File: src/rtl/ov7670_pkg.sv
// Shared types and helpers for the OV7670 pixel capture block.
package ov7670_pkg;

  // Decimation factor applied to both axes.
  typedef enum logic [1:0] {
    Decim1 = 2'd0,
    Decim2 = 2'd1,
    Decim4 = 2'd2,
    Decim8 = 2'd3
  } decim_e;

  // Output pixel format.
  typedef enum logic {
    FmtRgb565 = 1'b0,
    FmtRgb444 = 1'b1
  } fmt_e;

  // Capture sequencer states.
  typedef enum logic [1:0] {
    StIdle      = 2'd0,
    StWaitVs    = 2'd1,
    StWaitFrame = 2'd2,
    StCapture   = 2'd3
  } cap_state_e;

  // RGB565 word -> {4'h0, R[4:1], G[5:2], B[4:1]}.
  function automatic logic [15:0] pack_rgb444(input logic [15:0] w);
    return {4'h0, w[15:12], w[10:7], w[4:1]};
  endfunction

  // Low-bit mask selecting px/ln positions that must be zero to keep a word.
  function automatic logic [2:0] decim_mask(input decim_e dc);
    logic [2:0] m;
    unique case (dc)
      Decim1:  m = 3'b000;
      Decim2:  m = 3'b001;
      Decim4:  m = 3'b011;
      Decim8:  m = 3'b111;
      default: m = 3'b000;
    endcase
    return m;
  endfunction

endpackage

File: src/rtl/ov7670_capture_px_if.sv
// Camera input bus plus frame-buffer write port and status of the capture block.
interface ov7670_capture_px_if #(
  parameter int unsigned ADDR_W = 17
);
  logic              vsync;
  logic              href;
  logic [7:0]        d;
  logic [1:0]        decim;
  logic              fmt;
  logic              arm;
  logic              continuous;
  logic [ADDR_W-1:0] addr;
  logic [15:0]       dout;
  logic              we;
  logic              busy;
  logic              frame_done;
  logic              overflow;
  logic              byte_err;

  // Camera / controller side.
  modport master (
    output vsync, href, d, decim, fmt, arm, continuous,
    input  addr, dout, we, busy, frame_done, overflow, byte_err
  );

  // Capture block side.
  modport slave (
    input  vsync, href, d, decim, fmt, arm, continuous,
    output addr, dout, we, busy, frame_done, overflow, byte_err
  );
endinterface

File: src/rtl/ov7670_byte_pair.sv
// Assembles href-qualified byte pairs into 16-bit words; flags a dangling odd byte.
module ov7670_byte_pair (
  input  logic        pclk,
  input  logic        rst_n,
  input  logic        en_i,
  input  logic        href_i,
  input  logic [7:0]  d_i,
  output logic [15:0] word_o,
  output logic        word_valid_o,
  output logic        odd_err_o
);

  logic        phase_q, phase_d;
  logic [7:0]  hi_q, hi_d;
  logic [15:0] word_q, word_d;
  logic        valid_q, valid_d;
  logic        odd_q, odd_d;

  // Pairing: first byte of a pair is the high byte; disabling drops any half word.
  always_comb begin
    phase_d = phase_q;
    hi_d    = hi_q;
    word_d  = word_q;
    valid_d = 1'b0;
    odd_d   = 1'b0;
    if (!en_i) begin
      phase_d = 1'b0;
    end else if (href_i) begin
      if (!phase_q) begin
        hi_d    = d_i;
        phase_d = 1'b1;
      end else begin
        word_d  = {hi_q, d_i};
        valid_d = 1'b1;
        phase_d = 1'b0;
      end
    end else if (phase_q) begin
      odd_d   = 1'b1;
      phase_d = 1'b0;
    end
  end

  // Pairing state and registered word strobe.
  always_ff @(posedge pclk or negedge rst_n) begin
    if (!rst_n) begin
      phase_q <= 1'b0;
      hi_q    <= 8'h00;
      word_q  <= 16'h0000;
      valid_q <= 1'b0;
      odd_q   <= 1'b0;
    end else begin
      phase_q <= phase_d;
      hi_q    <= hi_d;
      word_q  <= word_d;
      valid_q <= valid_d;
      odd_q   <= odd_d;
    end
  end

  assign word_o       = word_q;
  assign word_valid_o = valid_q;
  assign odd_err_o    = odd_q;

endmodule

File: src/rtl/ov7670_capture_px.sv
// OV7670 frame capture: frame sequencing, decimation, formatting and buffer writes.
module ov7670_capture_px
  import ov7670_pkg::*;
#(
  parameter int unsigned ADDR_W  = 17,
  parameter int unsigned H_PIX   = 640,
  parameter int unsigned V_LINES = 480,
  parameter int unsigned DEPTH   = 76800
) (
  input logic           pclk,
  input logic           rst_n,
  ov7670_capture_px_if.slave cam
);

  localparam int unsigned PxW  = $clog2(H_PIX + 1);
  localparam int unsigned LnW  = $clog2(V_LINES + 2);
  localparam int unsigned CntW = ADDR_W + 1;

  localparam logic [PxW-1:0]  HPixL   = PxW'(H_PIX);
  localparam logic [LnW-1:0]  VLinesL = LnW'(V_LINES);
  localparam logic [LnW-1:0]  LnSat   = LnW'(V_LINES + 1);
  localparam logic [CntW-1:0] DepthL  = CntW'(DEPTH);

  // Registered camera inputs plus one-cycle history for edge detection.
  logic       vs_q, vs_prev_q, href_q, href_prev_q;
  logic [7:0] d_q;

  cap_state_e        state_q, state_d;
  decim_e            decim_q, decim_d;
  fmt_e              fmt_q, fmt_d;
  logic [PxW-1:0]    px_q, px_d;
  // Count of href rises this frame; line index is this minus one.
  logic [LnW-1:0]    ln_q, ln_d;
  logic [CntW-1:0]   wr_cnt_q, wr_cnt_d;
  logic [ADDR_W-1:0] addr_q, addr_d;
  logic [15:0]       dout_q, dout_d;
  logic              we_q, we_d;
  logic              fd_q, fd_d;
  logic              ovf_q, ovf_d;
  logic              err_q, err_d;

  logic [15:0] word;
  logic        word_valid, odd_err;
  logic        vs_rise, vs_fall, href_rise;
  logic [LnW-1:0] ln_idx;
  logic [2:0]  mask;
  logic        in_range, keep;

  // Input registers: all camera signals are sampled once before any use.
  always_ff @(posedge pclk or negedge rst_n) begin
    if (!rst_n) begin
      vs_q        <= 1'b0;
      vs_prev_q   <= 1'b0;
      href_q      <= 1'b0;
      href_prev_q <= 1'b0;
      d_q         <= 8'h00;
    end else begin
      vs_q        <= cam.vsync;
      vs_prev_q   <= vs_q;
      href_q      <= cam.href;
      href_prev_q <= href_q;
      d_q         <= cam.d;
    end
  end

  ov7670_byte_pair u_byte_pair (
    .pclk         (pclk),
    .rst_n        (rst_n),
    .en_i         (state_q == StCapture),
    .href_i       (href_q),
    .d_i          (d_q),
    .word_o       (word),
    .word_valid_o (word_valid),
    .odd_err_o    (odd_err)
  );

  assign vs_rise   = vs_q & ~vs_prev_q;
  assign vs_fall   = ~vs_q & vs_prev_q;
  assign href_rise = href_q & ~href_prev_q;
  assign ln_idx    = ln_q - LnW'(1);
  assign mask      = decim_mask(decim_q);
  assign in_range  = (px_q < HPixL) && (ln_q != '0) && (ln_q <= VLinesL);
  assign keep      = ((3'(px_q) & mask) == 3'd0) && ((3'(ln_idx) & mask) == 3'd0);

  // Sequencer, pixel/line counting, decimation and write-port generation.
  always_comb begin
    state_d  = state_q;
    decim_d  = decim_q;
    fmt_d    = fmt_q;
    px_d     = px_q;
    ln_d     = ln_q;
    wr_cnt_d = wr_cnt_q;
    addr_d   = addr_q;
    dout_d   = dout_q;
    we_d     = 1'b0;
    fd_d     = 1'b0;
    ovf_d    = ovf_q;
    err_d    = err_q;
    unique case (state_q)
      StIdle: begin
        if (cam.arm || cam.continuous) state_d = StWaitVs;
      end
      StWaitVs: begin
        if (vs_q) state_d = StWaitFrame;
      end
      StWaitFrame: begin
        if (vs_fall) begin
          state_d  = StCapture;
          decim_d  = decim_e'(cam.decim);
          fmt_d    = fmt_e'(cam.fmt);
          px_d     = '0;
          ln_d     = '0;
          wr_cnt_d = '0;
          addr_d   = '0;
          ovf_d    = 1'b0;
          err_d    = 1'b0;
        end
      end
      StCapture: begin
        if (vs_rise) begin
          // Frame end wins over any word completing this cycle.
          fd_d    = 1'b1;
          state_d = cam.continuous ? StWaitFrame : StIdle;
        end else begin
          if (href_rise) begin
            px_d = '0;
            if (ln_q != LnSat) ln_d = ln_q + LnW'(1);
          end
          if (odd_err) err_d = 1'b1;
          if (word_valid) begin
            if (!in_range) begin
              err_d = 1'b1;
            end else begin
              px_d = px_q + PxW'(1);
              if (keep) begin
                if (wr_cnt_q == DepthL) begin
                  ovf_d = 1'b1;
                end else begin
                  we_d     = 1'b1;
                  addr_d   = wr_cnt_q[ADDR_W-1:0];
                  dout_d   = (fmt_q == FmtRgb444) ? pack_rgb444(word) : word;
                  wr_cnt_d = wr_cnt_q + CntW'(1);
                end
              end
            end
          end
        end
      end
      default: state_d = StIdle;
    endcase
  end

  // Sequencer and output state.
  always_ff @(posedge pclk or negedge rst_n) begin
    if (!rst_n) begin
      state_q  <= StIdle;
      decim_q  <= Decim1;
      fmt_q    <= FmtRgb565;
      px_q     <= '0;
      ln_q     <= '0;
      wr_cnt_q <= '0;
      addr_q   <= '0;
      dout_q   <= 16'h0000;
      we_q     <= 1'b0;
      fd_q     <= 1'b0;
      ovf_q    <= 1'b0;
      err_q    <= 1'b0;
    end else begin
      state_q  <= state_d;
      decim_q  <= decim_d;
      fmt_q    <= fmt_d;
      px_q     <= px_d;
      ln_q     <= ln_d;
      wr_cnt_q <= wr_cnt_d;
      addr_q   <= addr_d;
      dout_q   <= dout_d;
      we_q     <= we_d;
      fd_q     <= fd_d;
      ovf_q    <= ovf_d;
      err_q    <= err_d;
    end
  end

  assign cam.addr       = addr_q;
  assign cam.dout       = dout_q;
  assign cam.we         = we_q;
  assign cam.busy       = (state_q != StIdle);
  assign cam.frame_done = fd_q;
  assign cam.overflow   = ovf_q;
  assign cam.byte_err   = err_q;

endmodule

File: src/flat_wrapper.sv
// flat-port wrapper written by rule: the top's interface ports become plain ports
module ov7670_capture_px_flat import ov7670_pkg::*;
#(
  parameter int unsigned ADDR_W  = 17,
  parameter int unsigned H_PIX   = 640,
  parameter int unsigned V_LINES = 480,
  parameter int unsigned DEPTH   = 76800
)
  (pclk, rst_n, cam_vsync, cam_href, cam_d, cam_decim, cam_fmt, cam_arm, cam_continuous, cam_addr, cam_dout, cam_we, cam_busy, cam_frame_done, cam_overflow, cam_byte_err);
  ov7670_capture_px_if #(.ADDR_W(ADDR_W)) cam_i ();
  input logic pclk;
  input logic rst_n;
  input wire logic [$bits(cam_i.vsync)-1:0] cam_vsync;
  input wire logic [$bits(cam_i.href)-1:0] cam_href;
  input wire logic [$bits(cam_i.d)-1:0] cam_d;
  input wire logic [$bits(cam_i.decim)-1:0] cam_decim;
  input wire logic [$bits(cam_i.fmt)-1:0] cam_fmt;
  input wire logic [$bits(cam_i.arm)-1:0] cam_arm;
  input wire logic [$bits(cam_i.continuous)-1:0] cam_continuous;
  output wire logic [$bits(cam_i.addr)-1:0] cam_addr;
  output wire logic [$bits(cam_i.dout)-1:0] cam_dout;
  output wire logic [$bits(cam_i.we)-1:0] cam_we;
  output wire logic [$bits(cam_i.busy)-1:0] cam_busy;
  output wire logic [$bits(cam_i.frame_done)-1:0] cam_frame_done;
  output wire logic [$bits(cam_i.overflow)-1:0] cam_overflow;
  output wire logic [$bits(cam_i.byte_err)-1:0] cam_byte_err;
  assign cam_i.vsync = cam_vsync;
  assign cam_i.href = cam_href;
  assign cam_i.d = cam_d;
  assign cam_i.decim = cam_decim;
  assign cam_i.fmt = cam_fmt;
  assign cam_i.arm = cam_arm;
  assign cam_i.continuous = cam_continuous;
  assign cam_addr = cam_i.addr;
  assign cam_dout = cam_i.dout;
  assign cam_we = cam_i.we;
  assign cam_busy = cam_i.busy;
  assign cam_frame_done = cam_i.frame_done;
  assign cam_overflow = cam_i.overflow;
  assign cam_byte_err = cam_i.byte_err;
  ov7670_capture_px #(.ADDR_W(ADDR_W), .H_PIX(H_PIX), .V_LINES(V_LINES), .DEPTH(DEPTH)) u_core (.pclk(pclk), .rst_n(rst_n), .cam(cam_i));
endmodule
File: config.mk
export PLATFORM = sky130hd
export DESIGN_NAME = ov7670_capture_px_flat
export DESIGN_NICKNAME = d
export VERILOG_FILES = /design/src/rtl/ov7670_pkg.sv /design/src/rtl/ov7670_capture_px_if.sv /design/src/rtl/ov7670_byte_pair.sv /design/src/rtl/ov7670_capture_px.sv /design/src/flat_wrapper.sv
export SDC_FILE = /design/constraint.sdc
export NUM_CORES = 1
export LEC_CHECK = 0
export CAP_MARGIN = 40
export CORE_UTILIZATION = 60
export CTS_CLUSTER_DIAMETER = 60
export CTS_CLUSTER_SIZE = 28
export DETAILED_ROUTE_END_ITERATION = 10
export DONT_BUFFER_PORTS = 1
export PLACE_DENSITY = 0.79
export SYNTH_ARGS = -nofsm -noshare
export SYNTH_HDL_FRONTEND = slang
export SYNTH_HIERARCHICAL = 1
export SYNTH_SLANG_ARGS = --single-unit
File: constraint.sdc
create_clock -name pclk -period 5.5 [get_ports pclk]
set_input_delay 0.825 -clock pclk [delete_from_list [all_inputs] [get_ports pclk]]
set_output_delay 0.825 -clock pclk [all_outputs]
set_load 0.05 [all_outputs]
==> results.ini, run 1 <==
[clocking]
cts_tree = done
clock-sinks = 118
clock_path_buffers = 2
cts_buffers = 17
cts_setup_buffers = 0
clk_latency_ns = 0.53
root_buffer = clkbuf_8
cts_max_level = 4
path_clk_slew_ns = 0.06
cts_resized = 0

[power]
power_frac_clock_pct = 34.0
ir_drop_mv = 0.2793
p_sw_w = 0.001173
leakage_nw = 2.829
seqPwrFrac_pct = 43.3
comb_power_share_pct = 22.7
power.density_mw_per_mm2 = 487.3
p_int_w = 0.001942
p_sw_share_pct = 37.65

[timing]
tightest_slew_ns = 0.8218
hold_viol_final = 0
finalSetupTns_ns = 0
period_needed_ns = 2.980
slew_viol_final = 0
maxSlewHeadroom_pct = 44.96
finalSetupViolCount = 0
clock-skew-final_ns = 0.009533
grt_setup_unrepaired = no
fmax_ghz = 0.3356
period_share_pct = 54.18
fin_ws_ns = 2.520

[placement]
dp_cells = 637
dp_slack_ns = 2.630
port_buffers = 0
dp_hpwl_mm = 7.819
gp_congestion = 0.8589
place_area_mm2 = 0.005793

[grt]
grt_pass1_wl_mm = 20.53
track_usage_pct = 27.00
grt_overflow = 0
grt_pass1_vias = 4114
grt_max_degree = 119
antenna_found_initial = 0

[floorplan]
rows = 35
die_x_um = 99.52
start_util_pct = 61.75
die_y_um = 99.52
top_level_ports = 55
dieArea_mm2 = 0.009903
core_mm2 = 0.009240

[critical_path]
required_ns = 5.89
worstSetupPathType = flip-flop to flip-flop
cp-start-kind = flip-flop
worst-path-max-fanout = 9
worstPathArrival_ns = 3.37
end_kind = flip-flop

[synthesis]
synth_edf_count = 0
synth_area_leader_cell = dfrtp_1
synth_top_area_share_pct = 51.75
synth_seq_cells = 118
synth_common_cells = 118 x dfrtp_1, 72 x nand2_1, 32 x mux2i_1, 28 x a21oi_1, 22 x inv_1
avgSynthCellArea_um2 = 10.72
seq_area_frac_synth_pct = 51.75
synthCells = 532
netlist_top_cells_area = dfrtp_1 52%, mux2i_1 5.6%, nand2_1 4.7%
synthArstFlopShare_pct = 100.0
syn_area_mm2 = 0.005705
ys.flop_type = dfrtp_1
syn_nets = 556
yosysMostFrequentCell = dfrtp_1
yosysWarnings = 6
yosys.cell_types.count = 57

[final_layout]
final_nets = 552
diodes = 0
syn2layout_area_growth_pct = 12.00
layout-drive-gt1-share_pct = 15.53
final-seq-area_mm2 = 0.002953
fillers = 633
multi_input_area_mm2 = 0.002507
final_area_mm2 = 0.006390
fin_cells = 670

[detailed_routing]
drt-wirelength-per-cell_um = 18.61
dr.max_layer_used = met4
viasPerCell = 6.381
dr.pass1.iters = 5
finalWirelength_mm = 12.47
ant_nets = 0
route.detailed.drc = 0
vias = 4275
drt_iter0_drc = 223
met3WireLength_um = 832
drt-met1-wl_mm = 5.306
route.met2.wl_mm = 6.041

[flow_run]
max_cap_viol_count = 0

[status]
status = complete, no violations

[hold_path]
hold_path_class = input port to asynchronous set/reset pin

[worst paths after layout]
kind,from,depth (start not counted),to,slack [ns]
max,u_core/ln_q[0],8,u_core/wr_cnt_q[11],2.52
min,rst_n,1,u_core/wr_cnt_q[15],0.24
max reg2reg,u_core/ln_q[0],8,u_core/wr_cnt_q[11],2.52
min reg2reg,u_core/px_q[9],1,u_core/px_q[9],0.48
max in group asynchronous,rst_n,1,u_core/u_byte_pair/phase_q,4.83
min in group pclk,cam_d[6],0,u_core/d_q[6],0.32
[cells in the final DEF, fill, tap and decap left out, types with 4 or more instances in the layout]
cell,instances
a21oi_1,28
a31oi_1,20
a41oi_1,9
and2_1,6
and3_1,10
and4_1,8
buf_4,5
clkbuf_16,16
dfrtp_1,118
ha_1,7
inv_1,22
inv_6,6
mux2_2,15
mux2_4,13
mux2i_1,32
nand2_1,72
nand2b_1,4
nand3_1,15
nand4_1,15
nor2_1,17
nor2b_1,4
nor3_1,7
o211ai_1,7
o21a_1,5
o21ai_0,11
o221ai_1,6
or2_2,4
xor2_1,8
[critical path, stage by stage (launching register included)]
cell	delay (ns)
dfrtp_1	0.43
inv_1	0.14
ha_1	0.16
nor4b_2	0.22
mux2i_1	0.61
o2111ai_2	0.23
o31ai_2	0.60
buf_4	0.29
o221ai_1	0.14
[what timing repair did]
action | in CTS | in global routing
hold buffers | 1 | 0
setup endpoints to repair | 0 | 0
hold endpoints to repair | 118 | 0
[through the flow]
| stage | utilization, % | hold WS, ns | power [W] |
|---|---|---|---|
| 6_report | 69.15 | 0.2373 | 0.003114 |
| 3_5_place_dp | 62.69 | 0.4719 | 0.002025 |
| 3_3_place_gp | 62.04 | 0.4665 | 0.001946 |
| 5_1_grt | 69.15 | 0.2834 | 0.003242 |
| 2_1_floorplan | - | 0.4461 | 0.001839 |
| 4_1_cts | 69.15 | 0.2778 | 0.003109 |
[layout make-up]
class / count / share of cell area [%]
sequential: 118 / 46.21
multi-input combinational: 359 / 39.24
clock buffer: 17 / 6.481
tap: 129 / 2.526
clock inverter: 15 / 2.428
timing repair buffer: 9 / 1.723
inverter: 23 / 1.390
[registers in the layout, summed over array words and instances, names as in the netlist, 2 cells and up]
signal / count
u_core/cam.addr: 17
u_core/cam.dout: 16
u_core/d_q: 8
u_core/decim_q: 2
u_core/ln_q: 9
u_core/px_q: 10
u_core/state_q: 2
u_core/u_byte_pair/hi_q: 8
u_core/u_byte_pair/word_o: 16
u_core/wr_cnt_q: 18
[power by group through the flow]
stage / Combinational (W) / Sequential, W / Clock [W]
6_report: 0.000706 / 0.00135 / 0.00106
5_1_grt: 0.000767 / 0.00137 / 0.00111
4_1_cts: 0.000695 / 0.00135 / 0.00107
3_5_place_dp: 0.000666 / 0.00136 / 0
3_3_place_gp: 0.000597 / 0.00135 / 0
2_1_floorplan: 0.000559 / 0.00128 / 0
[cell families (layout without fill, tap and decap cells)]
kind of cell    count (synthesis)  count (layout)  synth area share [%]
fa+ha+maj                       7               7                 1.535
flops                         118             118                 51.75
mux                            60              60                 12.00
xor+xnor                        8               8                 1.228
compound gates                105             105                 12.41
simple gates                  179             179                 16.69
buf+inv                        55              64                 4.386
[routing by layer]
metal | track usage (%) | vias to the layer above
met5 | 0 | -
met4 | 11.99 | 0
met3 | 8.152 | 28
met2 | 42.25 | 174
met1 | 34.96 | 2142
li1 | - | 1931
No activity file was read; power rests on OpenSTA's default activity.
==> run 2, diff against run 1 <==
- clock period: 5.5 -> 3 ns (I/O delays scaled with it)
==> run 2 against run 1 <==
Compared with the run above: via count is 0.33% lower; critical path type unchanged; die area stayed put; clock-buffer cell count is 1 higher; the run now ends with hold timing left.
==> results.ini, run 2 (synthesized netlist as in run 1, its figures left out) <==
[floorplan]
top_level_ports = 55  ; unchanged
core_mm2 = 0.009240  ; unchanged
dieArea_mm2 = 0.009903  ; unchanged
rows = 35  ; unchanged
start_util_pct = 61.75  ; unchanged
die_x_um = 99.52  ; unchanged
die_y_um = 99.52  ; unchanged

[critical_path]
end_kind = flip-flop
worst-path-max-fanout = 17  ; +8
worstPathArrival_ns = 2.86  ; -0.51 ns
required_ns = 3.41  ; -2.48 ns
worstSetupPathType = flip-flop to flip-flop
cp-start-kind = flip-flop

[clocking]
root_buffer = clkbuf_8
path_clk_slew_ns = 0.06  ; about the same
clock_path_buffers = 2  ; unchanged
cts_resized = 0  ; unchanged
cts_max_level = 4  ; unchanged
cts_hold_buf = 10  ; +9
clk_latency_ns = 0.52  ; about the same
cts_buffers = 17  ; unchanged
clock-sinks = 118  ; unchanged
cts_setup_buffers = 0  ; unchanged
cts_tree = done

[status]
status = finished with violations
violations = hold timing

[timing]
tightest_slew_ns = 0.8113  ; -0.01048 ns
fmax_ghz = 0.4080  ; +22%
maxSlewHeadroom_pct = 45.91  ; +0.95 points
finalSetupTns_ns = 0  ; unchanged
slew_viol_final = 0  ; unchanged
period_needed_ns = 2.451  ; -0.5292 ns
grt_setup_unrepaired = no
hold_viol_final = 118  ; +118
period_share_pct = 81.70  ; +28 points
whs_ns = -0.3811  ; -0.6185 ns
finalSetupViolCount = 0  ; unchanged
clock-skew-final_ns = 0.007470  ; -0.002063 ns

[power]
power.density_mw_per_mm2 = 887.3  ; +82%
leakage_nw = 2.859  ; +1.1%
ir_drop_mv = 0.5041  ; +80%
p_sw_share_pct = 36.45  ; -1.2 points
p_int_w = 0.003648  ; +88%
comb_power_share_pct = 21.8  ; -0.9 points
finalPower_w = 0.005739  ; +84%
power_frac_clock_pct = 35.1  ; +1.1 points
seqPwrFrac_pct = 43.2  ; about the same
p_sw_w = 0.002092  ; +78%

[final_layout]
final_nets = 562  ; +1.8%
final-seq-area_mm2 = 0.002953  ; unchanged
diodes = 0  ; unchanged
mostFrequentLayoutCells = 118 x dfrtp_1, 72 x nand2_1, 32 x mux2i_1
largest-register = u_core/wr_cnt_q
layout-drive-gt1-share_pct = 15.25  ; -0.28 points
syn2layout_area_growth_pct = 13.38
final_common_cell = dfrtp_1
largest_reg_flops = 18  ; unchanged
multi_input_area_mm2 = 0.002507  ; unchanged
fillers = 651  ; +2.8%

[hold_path]
hold_path_class = input port to asynchronous set/reset pin

[detailed_routing]
drt_iter0_drc = 384  ; +72%
vias = 4261  ; -0.33%
finalWirelength_mm = 12.37  ; -0.83%
route.detailed.drc = 0  ; unchanged
ant_nets = 0  ; unchanged
dr.pass1.iters = 5  ; unchanged
drt-wirelength-per-cell_um = 18.18  ; -2.3%
viasPerCell = 6.266  ; -1.8%

[grt]
grt_pass1_wl_mm = 20.63  ; +0.51%
antenna_found_initial = 0  ; unchanged
grt_pass1_vias = 4145  ; +0.75%
grt_max_degree = 119  ; unchanged
track_usage_pct = 26.81  ; -0.19 points
grt_overflow = 0  ; unchanged

[placement]
gp_congestion = 0.8868  ; +3.2%
port_buffers = 0  ; unchanged
dp_hpwl_mm = 7.535  ; -3.6%

[flow_run]
max_cap_viol_count = 0  ; unchanged

[run 2: layout make-up]
cell class                      instances  share of cell area, %
Clock buffer                           18                  6.615
Clock inverter                         14                  2.515
Inverter                               23                  1.373
Multi-Input combinational cell        359                  38.76
Sequential cell                       118                  45.65
Tap cell                              129                  2.495
Timing Repair Buffer                   19                  2.592
[run 2: power by group through the flow]
stage / registers [W] / logic, W / clock network [W]
final: 0.00248 / 0.00125 / 0.00201
after global routing: 0.00252 / 0.00136 / 0.00211
after CTS: 0.00248 / 0.00122 / 0.00203
after detailed placement: 0.00249 / 0.00119 / 0
after global placement: 0.00247 / 0.00115 / 0
after floorplan: 0.00235 / 0.00103 / 0
[run 2: stage by stage]
stage	instances	setup slack (ns)	hold slack, ns	area, µm²	utilization [%]
3_3_place_gp	637	0.6981	0.1590	5771	62.45
5_1_grt	680	0.4424	-0.3985	6469	70.01
3_5_place_dp	637	0.6184	0.1572	5771	62.45
2_1_floorplan	532	0.6257	0.1544	5705	-
6_report	680	0.5491	-0.3811	6469	70.01
4_1_cts	679	0.6044	-0.3978	6461	69.93
[run 2: worst max-delay path, stage by stage, from the launching register on]
cell     delay [ns]
dfrtp_1        0.43
inv_1          0.15
ha_1           0.17
nor4b_2        0.23
mux2i_1        0.23
buf_4          0.18
and4_1         0.26
nand3_4        0.15
inv_4          0.21
mux2_4         0.32
[run 2: path summary, 6_finish.rpt]
check                      slack, ns  depth (start not counted)            from                  end
setup / recovery                0.55                          9  u_core/ln_q[0]  u_core/cam.dout[15]
hold / removal                 -0.38                          0           rst_n    u_core/state_q[0]
min in group pclk               0.04                          2    cam_decim[1]    u_core/decim_q[1]
setup reg to reg                0.55                          9  u_core/ln_q[0]  u_core/cam.dout[15]
max in group asynchronous       3.22                          0           rst_n       u_core/px_q[3]
hold reg to reg                 0.49                          1  u_core/px_q[9]       u_core/px_q[9]
[run 2: metal layers]
metal | vias to the layer above | wire, µm | track usage, %
li1 | 1952 | - | -
met1 | 2124 | 5438 | 36.62
met2 | 171 | 5988 | 42.31
met3 | 14 | 809 | 6.465
met4 | 0 | 129 | 9.389
met5 | - | 0 | 0
